==> src/rtl/ad_ctrl_cal.sv <==
// ADC front-end: sample clock, zero-offset calibration, restoring-divide scale factors, signed mV readings.
// Readings appear 2 cycles after each RUN sample strobe; no backpressure, one reading per CLK_DIV cycles.
module ad_ctrl_cal #(
    parameter int DW       = 8,
    parameter int CLK_DIV  = 4,
    parameter int CAL_LOG2 = 10,
    parameter int FULL_MV  = 5000,
    parameter int FRAC     = 13,
    parameter int OUT_W    = 20
) (
    input  logic             sys_clk,
    input  logic             sys_rst,
    input  logic [DW-1:0]    ad_data,
    input  logic             cal_req,
    output logic             ad_clk,
    output logic             sign,
    output logic [OUT_W-1:0] data,
    output logic             data_valid,
    output logic             cal_done,
    output logic [DW-1:0]    offset
);
    localparam int QW = $clog2(FULL_MV + 1) + FRAC;
    localparam int CW = $clog2(CLK_DIV);
    localparam int SW = DW + CAL_LOG2;
    localparam int BW = $clog2(QW + 1);
    localparam int PW = DW + QW;
    localparam logic [QW-1:0] DIVIDEND = QW'(longint'(FULL_MV) << FRAC);

    typedef enum logic [1:0] {CAL_ACC, DIV_P, DIV_N, RUN} state_t;

    state_t              state_q, state_d;
    logic [CW-1:0]       dcnt_q, dcnt_d;
    logic                ad_clk_q;
    logic [SW-1:0]       sum_q, sum_d;
    logic [CAL_LOG2-1:0] cnt_q, cnt_d;
    logic [DW-1:0]       offset_q, offset_d;
    logic [QW-1:0]       scale_p_q, scale_p_d;
    logic [QW-1:0]       scale_n_q, scale_n_d;
    logic [QW-1:0]       quo_q, quo_d;
    logic [DW-1:0]       rem_q, rem_d;
    logic [BW-1:0]       bcnt_q, bcnt_d;
    logic                s1_vld_q, s1_sign_q;
    logic [DW-1:0]       s1_diff_q;
    logic                data_valid_q, sign_q;
    logic [OUT_W-1:0]    data_q;

    logic                samp_stb;
    logic [SW-1:0]       sum_nxt;
    logic [DW-1:0]       divisor;
    logic                div_zero;
    logic [DW:0]         trial;
    logic                trial_ge;
    logic [QW-1:0]       q_res;
    logic                s_neg;
    logic [DW-1:0]       s_diff;
    logic [PW-1:0]       prod;
    logic [PW-1:0]       shifted;
    logic [OUT_W-1:0]    data_sat;

    assign dcnt_d   = (dcnt_q == CW'(CLK_DIV - 1)) ? '0 : dcnt_q + CW'(1);
    assign samp_stb = (dcnt_q == CW'(CLK_DIV - 1));
    assign sum_nxt  = sum_q + SW'(ad_data);

    // DIV_P divides by the headroom above the offset (2^DW-1-offset), DIV_N by the offset itself.
    assign divisor  = (state_q == DIV_P) ? ~offset_q : offset_q;
    assign div_zero = (divisor == '0);
    assign trial    = {rem_q, quo_q[QW-1]};
    assign trial_ge = (trial >= {1'b0, divisor});

    always_comb begin
        state_d   = state_q;
        sum_d     = sum_q;
        cnt_d     = cnt_q;
        offset_d  = offset_q;
        scale_p_d = scale_p_q;
        scale_n_d = scale_n_q;
        quo_d     = quo_q;
        rem_d     = rem_q;
        bcnt_d    = bcnt_q;
        q_res     = '0;
        unique case (state_q)
            CAL_ACC: begin
                if (samp_stb) begin
                    sum_d = sum_nxt;
                    cnt_d = cnt_q + CAL_LOG2'(1);
                    if (cnt_q == '1) begin
                        offset_d = DW'(sum_nxt >> CAL_LOG2);
                        sum_d    = '0;
                        state_d  = DIV_P;
                        quo_d    = DIVIDEND;
                        rem_d    = '0;
                        bcnt_d   = '0;
                    end
                end
            end
            DIV_P, DIV_N: begin
                quo_d  = {quo_q[QW-2:0], trial_ge};
                rem_d  = trial_ge ? DW'(trial - {1'b0, divisor}) : trial[DW-1:0];
                bcnt_d = bcnt_q + BW'(1);
                if (div_zero || bcnt_q == BW'(QW - 1)) begin
                    q_res = div_zero ? '0 : {quo_q[QW-2:0], trial_ge};
                    if (state_q == DIV_P) begin
                        scale_p_d = q_res;
                        state_d   = DIV_N;
                    end else begin
                        scale_n_d = q_res;
                        state_d   = RUN;
                    end
                    quo_d  = DIVIDEND;
                    rem_d  = '0;
                    bcnt_d = '0;
                end
            end
            RUN: begin
                if (cal_req) begin
                    state_d = CAL_ACC;
                    sum_d   = '0;
                    cnt_d   = '0;
                end
            end
            default: state_d = CAL_ACC;
        endcase
    end

    assign s_neg  = (ad_data < offset_q);
    assign s_diff = s_neg ? offset_q - ad_data : ad_data - offset_q;

    assign prod     = PW'(s1_diff_q) * PW'(s1_sign_q ? scale_n_q : scale_p_q);
    assign shifted  = prod >> FRAC;
    assign data_sat = ((shifted >> OUT_W) != '0) ? '1 : OUT_W'(shifted);

    always_ff @(posedge sys_clk) begin
        if (sys_rst) begin
            state_q      <= CAL_ACC;
            dcnt_q       <= '0;
            ad_clk_q     <= 1'b0;
            sum_q        <= '0;
            cnt_q        <= '0;
            offset_q     <= '0;
            scale_p_q    <= '0;
            scale_n_q    <= '0;
            quo_q        <= '0;
            rem_q        <= '0;
            bcnt_q       <= '0;
            s1_vld_q     <= 1'b0;
            s1_sign_q    <= 1'b0;
            s1_diff_q    <= '0;
            data_valid_q <= 1'b0;
            sign_q       <= 1'b0;
            data_q       <= '0;
        end else begin
            state_q      <= state_d;
            dcnt_q       <= dcnt_d;
            ad_clk_q     <= (dcnt_d >= CW'(CLK_DIV / 2));
            sum_q        <= sum_d;
            cnt_q        <= cnt_d;
            offset_q     <= offset_d;
            scale_p_q    <= scale_p_d;
            scale_n_q    <= scale_n_d;
            quo_q        <= quo_d;
            rem_q        <= rem_d;
            bcnt_q       <= bcnt_d;
            // Gate at pipeline entry so a reading in flight still completes after leaving RUN.
            s1_vld_q     <= samp_stb && (state_q == RUN);
            if (samp_stb && state_q == RUN) begin
                s1_sign_q <= s_neg;
                s1_diff_q <= s_diff;
            end
            data_valid_q <= s1_vld_q;
            if (s1_vld_q) begin
                sign_q <= s1_sign_q;
                data_q <= data_sat;
            end
        end
    end

    assign ad_clk     = ad_clk_q;
    assign sign       = sign_q;
    assign data       = data_q;
    assign data_valid = data_valid_q;
    assign cal_done   = (state_q == RUN);
    assign offset     = offset_q;

endmodule
==> config.mk <==
export PLATFORM = sky130hd
export DESIGN_NAME = ad_ctrl_cal
export DESIGN_NICKNAME = d
export VERILOG_FILES = /design/src/rtl/ad_ctrl_cal.sv
export SDC_FILE = /design/constraint.sdc
export NUM_CORES = 1
export LEC_CHECK = 0
export CORE_AREA = 2 2 179 146
export CTS_BUF_LIST = sky130_fd_sc_hd__clkbuf_8
export DETAILED_ROUTE_END_ITERATION = 10
export DIE_AREA = 0 0 181 148
export PLACE_DENSITY_LB_ADDON = 0.2
export RECOVER_POWER = 50
export SLEW_MARGIN = 30
export SYNTH_ARGS = -nofsm -noshare
export SYNTH_HDL_FRONTEND = slang
export SYNTH_SLANG_ARGS = --single-unit
==> constraint.sdc <==
create_clock -name sys_clk -period 5.8 [get_ports sys_clk]
set_input_delay 1.16 -clock sys_clk [delete_from_list [all_inputs] [get_ports sys_clk]]
set_output_delay 1.16 -clock sys_clk [all_outputs]
set_load 0.05 [all_outputs]
==> Word level (Yosys, flattened, before mapping) <==
Index checks and enable logic that the tools add are counted.
{ "classes": {"add_sub_neg": 7, "multipliers": 1, "div_mod_pow": 0, "n_lt_le_gt_ge": 3, "n_eq_ne": 10, "shift": 0, "mux": 32, "n_bitwise": 2, "n_reduce_logical": 13} }
{ "op_table": {"columns": ["cell", "count"], "rows": [
  ["26-bit two-way mux", 5],
  ["18-bit two-way mux", 3],
  ["26-bit case mux with 2 select lines", 1],
  ["8-bit two-way mux", 6],
  ["18-bit case mux with 2 select lines", 1],
  ["8-bit by 26-bit multiplier with 34-bit output", 1],
  ["8-bit subtractor", 3],
  ["10-bit two-way mux", 2],
  ["20-bit two-way mux", 1],
  ["10-bit case mux with 2 select lines", 1],
  ["18-bit by 8-bit adder with 18-bit output", 1],
  ["8-bit case mux with 2 select lines", 1],
  ["5-bit two-way mux", 3],
  ["3-bit AND reduction", 5],
  ["10-bit by 1-bit adder with 10-bit output (second input constant)", 1],
  ["10-bit equality test (second input constant)", 1],
  ["2-bit two-way mux", 5],
  ["5-bit case mux with 2 select lines", 1],
  ["9-bit by 8-bit greater-or-equal comparator with 1-bit output", 1],
  ["8-bit logical NOT", 1],
  ["8-bit < comparator", 1],
  ["2-bit != test (second input constant)", 4],
  ["8-bit NOT", 1],
  ["2-bit equality test (second input constant)", 3],
  ["other kinds (14)", 15]
]} }
{ "word_totals": {"ff_bits": 164, "latch_bits": 0, "mem_bits_rw": 0, "mem_bits_ro": 0, "inputBits": 11, "output_inout_bits": 32, "elab_cells": 85, "memories": 0} }

==> Logic depth before layout (Yosys ltp) <==
Gate-level depths: netlist of run 1.
{ "logic_depth": {"word_depth": 6, "ltp_mapped": 24, "ltp_nobuf": 19} }

==> Least setup slack after synthesis of run 1 <==
OpenSTA, ideal clock, no wires.
{ "synth_timing": {"path_kind": "register -> register", "start": "reg s1_sign_q", "end": "reg data_q[0], in the netlist data[0]", "setup_ns": 0.081, "t_arrival_ns": 5.729, "required_time_ns": 5.719, "slack_ns": -0.010, "path_stages_with_launch": 22, "path_buffers": 4, "synth_period_minus_slack_ns": 5.810, "cell_sequence": "dfxtp_1 -> buf_6 -> buf_1 -> mux2i_1 -> nor2b_1 -> fa_1 -> fa_1 -> fa_1 -> inv_1 -> fa_1 -> inv_1 -> ha_1 -> a21oi_1 -> o21ai_0 -> a221oi_1 -> o211ai_2 -> a31oi_2 -> nand2_1 -> o211a_1 -> buf_6 -> buf_8 -> a211oi_2"} }
{ "synth_via": {"elab_chain_cells": 3} }
{ "synth_lines": {"columns": ["item", "line", "source"], "rows": [
  ["from (decl)", "42", "logic s1_vld_q, s1_sign_q;"],
  ["from (signal assigned)", "166", "s1_sign_q <= s_neg;"],
  ["26-bit two-way mux", "128", "assign prod = PW'(s1_diff_q) * PW'(s1_sign_q ? scale_n_q : scale_p_q);"],
  ["8-bit by 26-bit multiplier with 34-bit output", "128", null],
  ["20-bit two-way mux", "130", "assign data_sat = ((shifted >> OUT_W) != '0) ? '1 : OUT_W'(shifted);"],
  ["to (signal assigned)", "172", "data_q <= data_sat;"],
  ["to (decl)", "45", "logic [OUT_W-1:0] data_q;"]
]} }
No other way between the ends.
A chain may end at the register's enable or synchronous reset.

==> Final worst setup path of run 1 <==
{ "layout_timing": {"start": "reg s1_sign_q", "end": "reg data_q[17], in the netlist data[17]"} }
Same word-level chain as after synthesis.

==> summary.txt, run 1 <==
Power
  – PwrDens: a little under 200 nW/um^2
  – Sequential share of power: 0.382
  – Switch share: 0.400
  – Comb pwr share: 0.338
  – NetSw: between 1000 and 1500 uW
  – Lkg Pwr: 0.00669 uW
  – Pwr Total: a little over 3000 uW
  – Cell Int Power: around 1900 uW
  – Max IR drop VDD: slightly below 0.2 mV
  – Clock share of power: 0.281

Layout
  – Fin cells: approximately 2100
  – Share of post-route cells with drive strength above 1: 0.0785
  – Multi-input logic area: just over 10000 um^2
  – Fillers: between 2000 and 2500
  – Area grow syn2layout: 9.59%
  – Nets@finish: slightly below 2000
  – Register area: roughly 3300 um^2

Synthesis
  – Post-synth top area share: 0.225
  – Synth Warn #: 0
  – Cell with the most instances after synthesis: nor2_1
  – Library cells used by synthesis: roughly 80
  – Mapped Cells: 1696
  – Post-synth top cells: nor2_1 (203), inv_1 (179), dfxtp_1 (163), nor2b_1 (155), fa_1 (147)
  – Top_reg_cell synth: dfxtp_1
  – Post-synth EDFFs: 0
  – Register bit total from synthesis: 163
  – Seq/Total Area, Yosys: 0.225
  – Asr flop ratio synth: 0
  – Top cell type by total area after synthesis: dfxtp_1
  – Syn Std Cell Area: between 10000 and 15000 um^2
  – Synth area leaders: dfxtp_1 (22%), fa_1 (20%), ha_1 (7.7%)
  – Post-synthesis area per instance: between 8 and 9 um^2
  – Net Count, Synth: 1943

Job
  – Maxcap violations: 2

Floorplan
  – CORE AREA: around 25000 um^2
  – I/O pin count: 43
  – Die Span Y: about 150 um
  – Die ar.: 26800 um^2
  – Starting Density: 0.581
  – Die width: around 180 um
  – FP Rows: between 50 and 60

Clock network
  – CTS Hold Bufs: 0
  – Sink Count: between 150 and 200
  – Clk_lat worst skew: ~0.5 ns
  – CTS clock-pin slew for the worst setup and hold paths: approximately 0.10 ns
  – Clk buf depth: 2
  – CTS root buf: clkbuf_8
  – CTS tree: built
  – CTS Buf Count: 17
  – H-tree Lvls: 4

Run status
  – Status: finished, violations left
  – Failing checks: max-capacitance violations, max-slew violations

Worst setup path
  – Crit-path most repeated cell: fa_1
  – Crit path largest cell delay: ~0.50 ns
  – Startpoint types: flop
  – Worst endpoint required time: between 6 and 7 ns
  – Slowest stage cell, crit path: fa_1
  – Critical setup path kind: flop to flop
  – R2r setup slk: around 0.26 ns
  – CP cell instances: buf_12 > mux2i_2 > buf_4 > nand2b_1 > fa_1 > fa_1 > inv_1 > fa_1 > fa_1 > ha_1 > a2111o_1 > o221a_2 > and4_1 > nor3_1 > buf_4 > o21ai_0 > xnor2_1 > a211oi_2
  – Reg2reg path depth: 18
  – CP Max Fanout: 12
  – Arrival time at the worst endpoint: approximately 6.0 ns
  – Endpoint class of the critical path: flop

Routing
  – Via count: approximately 12000
  – Vias/cell: just under 6
  – DRT Wirelength: approximately 34 mm
  – Avg WL per Cell: 16.2 um
  – Final ANT Viol Nets: 0
  – Initial drt markers: ~900
  – First-pass DRT Iterations: 5
  – Drc violations: 0

STA
  – Slew HR: -0.105
  – Tcrit/Tclk final: 0.955
  – Fin. max-slew vios: approximately 120
  – Worst Max-Slew Pin Slew: 1.66 ns
  – Crit path time final: about 5.5 ns
  – Max Freq: 0.180 GHz
  – Setup violators final: 0
  – TNS Setup: 0 ns
  – Final Skew: roughly 0.014 ns
  – Final hold violations: 0

Placed design
  – Port Buffer Count: 42
  – Post-DP HPWL: 25.2 mm
  – # placed instances: around 2000
  – Placer Congestion: about 0.9

Min path
  – Worst min path class: flop to flop
  – Hold Path Depth: 1

GRT
  – Vias in the first global route: 11800
  – Total Routing Usage GR: 0.263
  – Pin count of the biggest net entering global routing: 83
  – Initial antenna violation count: 1
  – Gr ovfl total: 0
  – First-pass GRT wire length: approximately 58 mm
stage by stage:
stage           util  area (um^2)  setup WS, ns  hold slack, ns
6_report       0.637        15900         0.259           0.428
5_1_grt        0.637        15900       -0.0159           0.444
4_1_cts        0.635        15900        0.0243           0.433
2_1_floorplan      -        14500        0.0558           0.402
3_5_place_dp   0.618        15400      -0.00872           0.420
3_3_place_gp   0.618        15400         0.130           0.412
kinds of logic after synthesis:
kind of cell,after synthesis,synth area share
muxes,41,0.0293
AOI/OAI and AO/OA,313,0.147
adders and majority gates,236,0.279
buffers and inverters,255,0.0686
and+or+nand+nor,639,0.222
DFF,163,0.225
xor gates and xnor gates,49,0.0295
power by group through the flow:
stage	Clock (uW)	Combinational, uW	Sequential [uW]
2_1_floorplan	0	800	1200
3_3_place_gp	0	1010	1200
3_5_place_dp	0	1030	1200
4_1_cts	880	1040	1180
5_1_grt	928	1150	1180
6_report	867	1040	1180
critical path, delay by kind of cell (launching register included):
kind                       cells  cell delay, ns
adders and majority gates      5            2.28
buffers and inverters          4            0.62
xor gates and xnor gates       1            0.16
AOI/OAI and AO/OA              4            1.03
muxes                          1            0.39
and+or+nand+nor                3            0.58
DFF                            1            0.39
cell type report:
cell class                 instances  area share
inverter                         179      0.0422
multi-input combinational       1278       0.649
sequential                       163       0.205
tap                              324      0.0255
antenna                            1    0.000157
clock buffer                      17      0.0147
clock inverter                    15      0.0105
timing repair buffer              94      0.0531
layout by cell type (no fill, tap or decap), types with 5 or more instances in the layout:
| cell type | n |
|---|---|
| nand2b_1 | 21 |
| o211ai_1 | 7 |
| dfxtp_1 | 162 |
| or4_1 | 8 |
| xor2_1 | 22 |
| nor2b_1 | 154 |
| mux2i_1 | 28 |
| xnor2_1 | 27 |
| o21ai_0 | 47 |
| o21bai_1 | 8 |
| nand3_1 | 33 |
| clkbuf_8 | 17 |
| and3_1 | 12 |
| a21oi_1 | 99 |
| nor2_1 | 202 |
| a211oi_1 | 23 |
| nand4_1 | 14 |
| fa_1 | 147 |
| buf_4 | 48 |
| a221oi_1 | 5 |
| mux2_2 | 9 |
| dlygate4sd3_1 | 35 |
| a21o_1 | 16 |
| ha_1 | 87 |
| a211oi_2 | 10 |
| a22oi_1 | 28 |
| o311ai_0 | 8 |
| inv_1 | 178 |
| nor3_1 | 22 |
| o21a_1 | 7 |
| a311oi_1 | 8 |
| o221a_2 | 6 |
| and2_1 | 22 |
| clkdlybuf4s50_1 | 6 |
| nand2_1 | 110 |
| or3_1 | 14 |
repair_timing:
item,CTS,global route
pin swaps,0,2
resized for setup,4,10
cloned,0,1
setup buffers,0,1
endpoints found under the setup margin,10,20
path summary, 6_finish.rpt:
path,startpoint,to
max,s1_sign_q,data[17]
min,dcnt_q[0],dcnt_q[0]
max reg2reg,s1_sign_q,data[17]
min reg2reg,dcnt_q[0],dcnt_q[0]
routing by layer:
layer  share of wire  up-vias  GRT usage
li1                -     5719          -
met1            0.47     5933      0.363
met2            0.46      269      0.430
met3           0.044       50     0.0451
met4           0.017        0     0.0699
met5               0        -          0
state kept, by name (all words and copies together), names as in the netlist:
name        flops
quo_q          26
s1_sign_q       1
data_valid      1
s1_diff_q       8
cnt_q          10
data           20
sign            1
scale_p_q      26
dcnt_q          2
rem_q           8
bcnt_q          5
sum_q          18
s1_vld_q        1
state_q         2
offset          8
scale_n_q      26
No activity file was read; power rests on OpenSTA's default activity.
==> run 2: changes to the inputs <==
--- a/config.mk
+++ b/config.mk
@@ -5,6 +5,7 @@
 export SDC_FILE = /design/constraint.sdc
 export NUM_CORES = 1
 export LEC_CHECK = 0
+export CAP_MARGIN = 20
 export CORE_AREA = 2 2 179 146
 export CTS_BUF_LIST = sky130_fd_sc_hd__clkbuf_8
 export DETAILED_ROUTE_END_ITERATION = 10
@@ -15,3 +16,4 @@
 export SYNTH_ARGS = -nofsm -noshare
 export SYNTH_HDL_FRONTEND = slang
 export SYNTH_SLANG_ARGS = --single-unit
+export TNS_END_PERCENT = 30
==> results of run 2 <==
The final DEF is identical to that of run 1; final timing and power are the same.
==> run 3: changes to the inputs <==
--- a/config.mk
+++ b/config.mk
@@ -6,10 +6,10 @@
 export NUM_CORES = 1
 export LEC_CHECK = 0
 export CAP_MARGIN = 20
-export CORE_AREA = 2 2 179 146
+export CORE_AREA = 2 2 191 137
 export CTS_BUF_LIST = sky130_fd_sc_hd__clkbuf_8
 export DETAILED_ROUTE_END_ITERATION = 10
-export DIE_AREA = 0 0 181 148
+export DIE_AREA = 0 0 193 139
 export PLACE_DENSITY_LB_ADDON = 0.2
 export RECOVER_POWER = 50
 export SLEW_MARGIN = 30
==> summary.txt, run 3 (synthesis results as in run 1) <==
Layout
  – Area grow syn2layout: 9.75%
  – Nets@finish: just under 2000
  – Most frequent cells in the layout: nor2_1 (203), inv_1 (181), dfxtp_1 (159)
  – Biggest regs: quo_q x26, scale_n_q x26, scale_p_q x26
  – Finished Cell Area: 15900 um^2
  – Commonest non-fill, non-tap cell in the layout: nor2_1
  – Share of post-route cells with drive strength above 1: 0.0788
  – Fin cells: around 2100
  – Inserted Diodes: 0

Floorplan
  – FP Rows: between 40 and 50
  – Die width: 193 um
  – I/O pin count: 43
  – Die Span Y: around 140 um
  – Starting Density: 0.578
  – CORE AREA: between 20000 and 30000 um^2
  – Die ar.: approximately 27000 um^2

STA
  – Slew HR: 0.220
  – Fin. max-slew vios: 0
  – Final hold violations: 0
  – Final setup margin: 0.242 ns
  – Tcrit/Tclk final: 0.958
  – Crit path time final: 5.56 ns
  – Final Skew: ~0.015 ns
  – Setup violators final: 0
  – Max Freq: between 0.15 and 0.2 GHz
  – Worst Max-Slew Pin Slew: roughly 1.2 ns

Run status
  – Status: finished, final reports clean

Worst setup path
  – Startpoint types: flop
  – CP top delay family: adder cells
  – Crit path buffers/inverters: 2
  – CP Max Fanout: 21
  – Worst endpoint required time: ~6.2 ns
  – Crit path largest cell delay: ~0.9 ns
  – Critical setup path kind: flop to flop
  – Endpoint class of the critical path: flop
  – Arrival time at the worst endpoint: ~6.0 ns
  – Slowest stage cell, crit path: dfxtp_1
  – Crit-path most repeated cell: fa_1
  – CP cell instances: nor2b_1 > fa_1 > fa_1 > fa_1 > inv_1 > fa_1 > inv_1 > ha_1 > and2_1 > a221o_1 > a211oi_1 > o21ai_1 > a31oi_2 > a21bo_2 > o31ai_1 > a211oi_1

Power
  – Clock share of power: 0.258
  – Lkg Pwr: approximately 0.0067 uW
  – Comb pwr share: 0.351
  – PwrDens: roughly 190 nW/um^2
  – Max IR drop VDD: 0.174 mV
  – NetSw: approximately 1200 uW
  – Sequential share of power: 0.390
  – Cell Int Power: between 1500 and 2000 uW
  – Pwr Total: just over 3000 uW
  – Switch share: 0.397

Placed design
  – Worst slack at placement: 0.101 ns
  – # placed instances: 2048
  – Port Buffer Count: 42
  – Post-DP HPWL: approximately 26 mm
  – Placer Congestion: about 0.88
  – Placed Area: 15500 um^2

Routing
  – First-pass DRT Iterations: 5
  – Initial drt markers: approximately 770
  – Via count: between 10000 and 15000
  – DRT Wirelength: 34.4 mm
  – Final ANT Viol Nets: 0
  – Vias/cell: around 5.7
  – Avg WL per Cell: approximately 17 um
  – Drc violations: 0

GRT
  – Gr ovfl total: 0
  – Vias in the first global route: 11800
  – Pin count of the biggest net entering global routing: between 90 and 100
  – Total Routing Usage GR: 0.267
  – First-pass GRT wire length: approximately 58 mm
  – Initial antenna violation count: 1

Clock network
  – CTS root buf: clkbuf_8
  – Clk buf depth: 2
  – CTS Buf Count: 17
  – Sink Count: roughly 160
  – CTS clock-pin slew for the worst setup and hold paths: around 0.09 ns
  – CTS Hold Bufs: 0
  – Post-CTS Resized: 0
  – H-tree Lvls: 4
  – CTS tree: built
  – Clk_lat worst skew: ~0.48 ns
  – Postcts setup bufs: 0

Job
  – Maxcap violations: 0

Min path
  – Worst min path class: flop to flop
## run 3: cell types whose count changed in the layout (fill, tap and decap cells not counted), sizes merged
cell / previous run / this run
diode: 1 / 0
clkinvlp: 1 / 2
clkinv: 6 / 7
bufinv: 1 / 0
inv: 186 / 183
buf: 50 / 54
clkbuf: 20 / 23
## run 3: power groups by stage
| stage | Clock [uW] | Combinational (uW) | Sequential [uW] |
|---|---|---|---|
| after floorplan | 0 | 800 | 1200 |
| after CTS | 792 | 1070 | 1180 |
| final | 781 | 1060 | 1180 |
| after global routing | 841 | 1170 | 1180 |
| after global placement | 0 | 1040 | 1200 |
| after detailed placement | 0 | 1060 | 1200 |
## run 3: worst paths after layout
path | start | endpoint | slack [ns] | depth (start not counted)
setup / recovery | s1_diff_q[4] | data[14] | 0.24 | 16
hold / removal | dcnt_q[0] | dcnt_q[0] | 0.43 | 1
setup reg to reg | s1_diff_q[4] | data[14] | 0.24 | 16
hold reg to reg | dcnt_q[0] | dcnt_q[0] | 0.43 | 1
## run 3: cell type report
cell class              count  area, um^2
fillers                  2178        9190
clock buffers              19         262
inverters                 179         672
well taps                 331         414
repair buffers             99         906
flip-flops and latches    163        3270
clock inverters            13        86.3
multi-input cells        1278       10300
## run 3: through the flow
stage               hold slack, ns  setup TNS, ns  utilization
floorplan                    0.402              0            -
global placement             0.412              0        0.617
detailed placement           0.417              0        0.617
CTS                          0.431              0        0.631
global route                 0.440        -0.0227        0.634
finish                       0.432              0        0.634
## run 3: routing by layer
| metal | part of all wire | vias to the layer above | track usage |
|---|---|---|---|
| met5 | 0.00058 | - | 0 |
| met4 | 0.0095 | 2 | 0.0482 |
| met3 | 0.057 | 34 | 0.0531 |
| met2 | 0.45 | 316 | 0.418 |
| met1 | 0.48 | 5808 | 0.386 |
| li1 | - | 5734 | - |
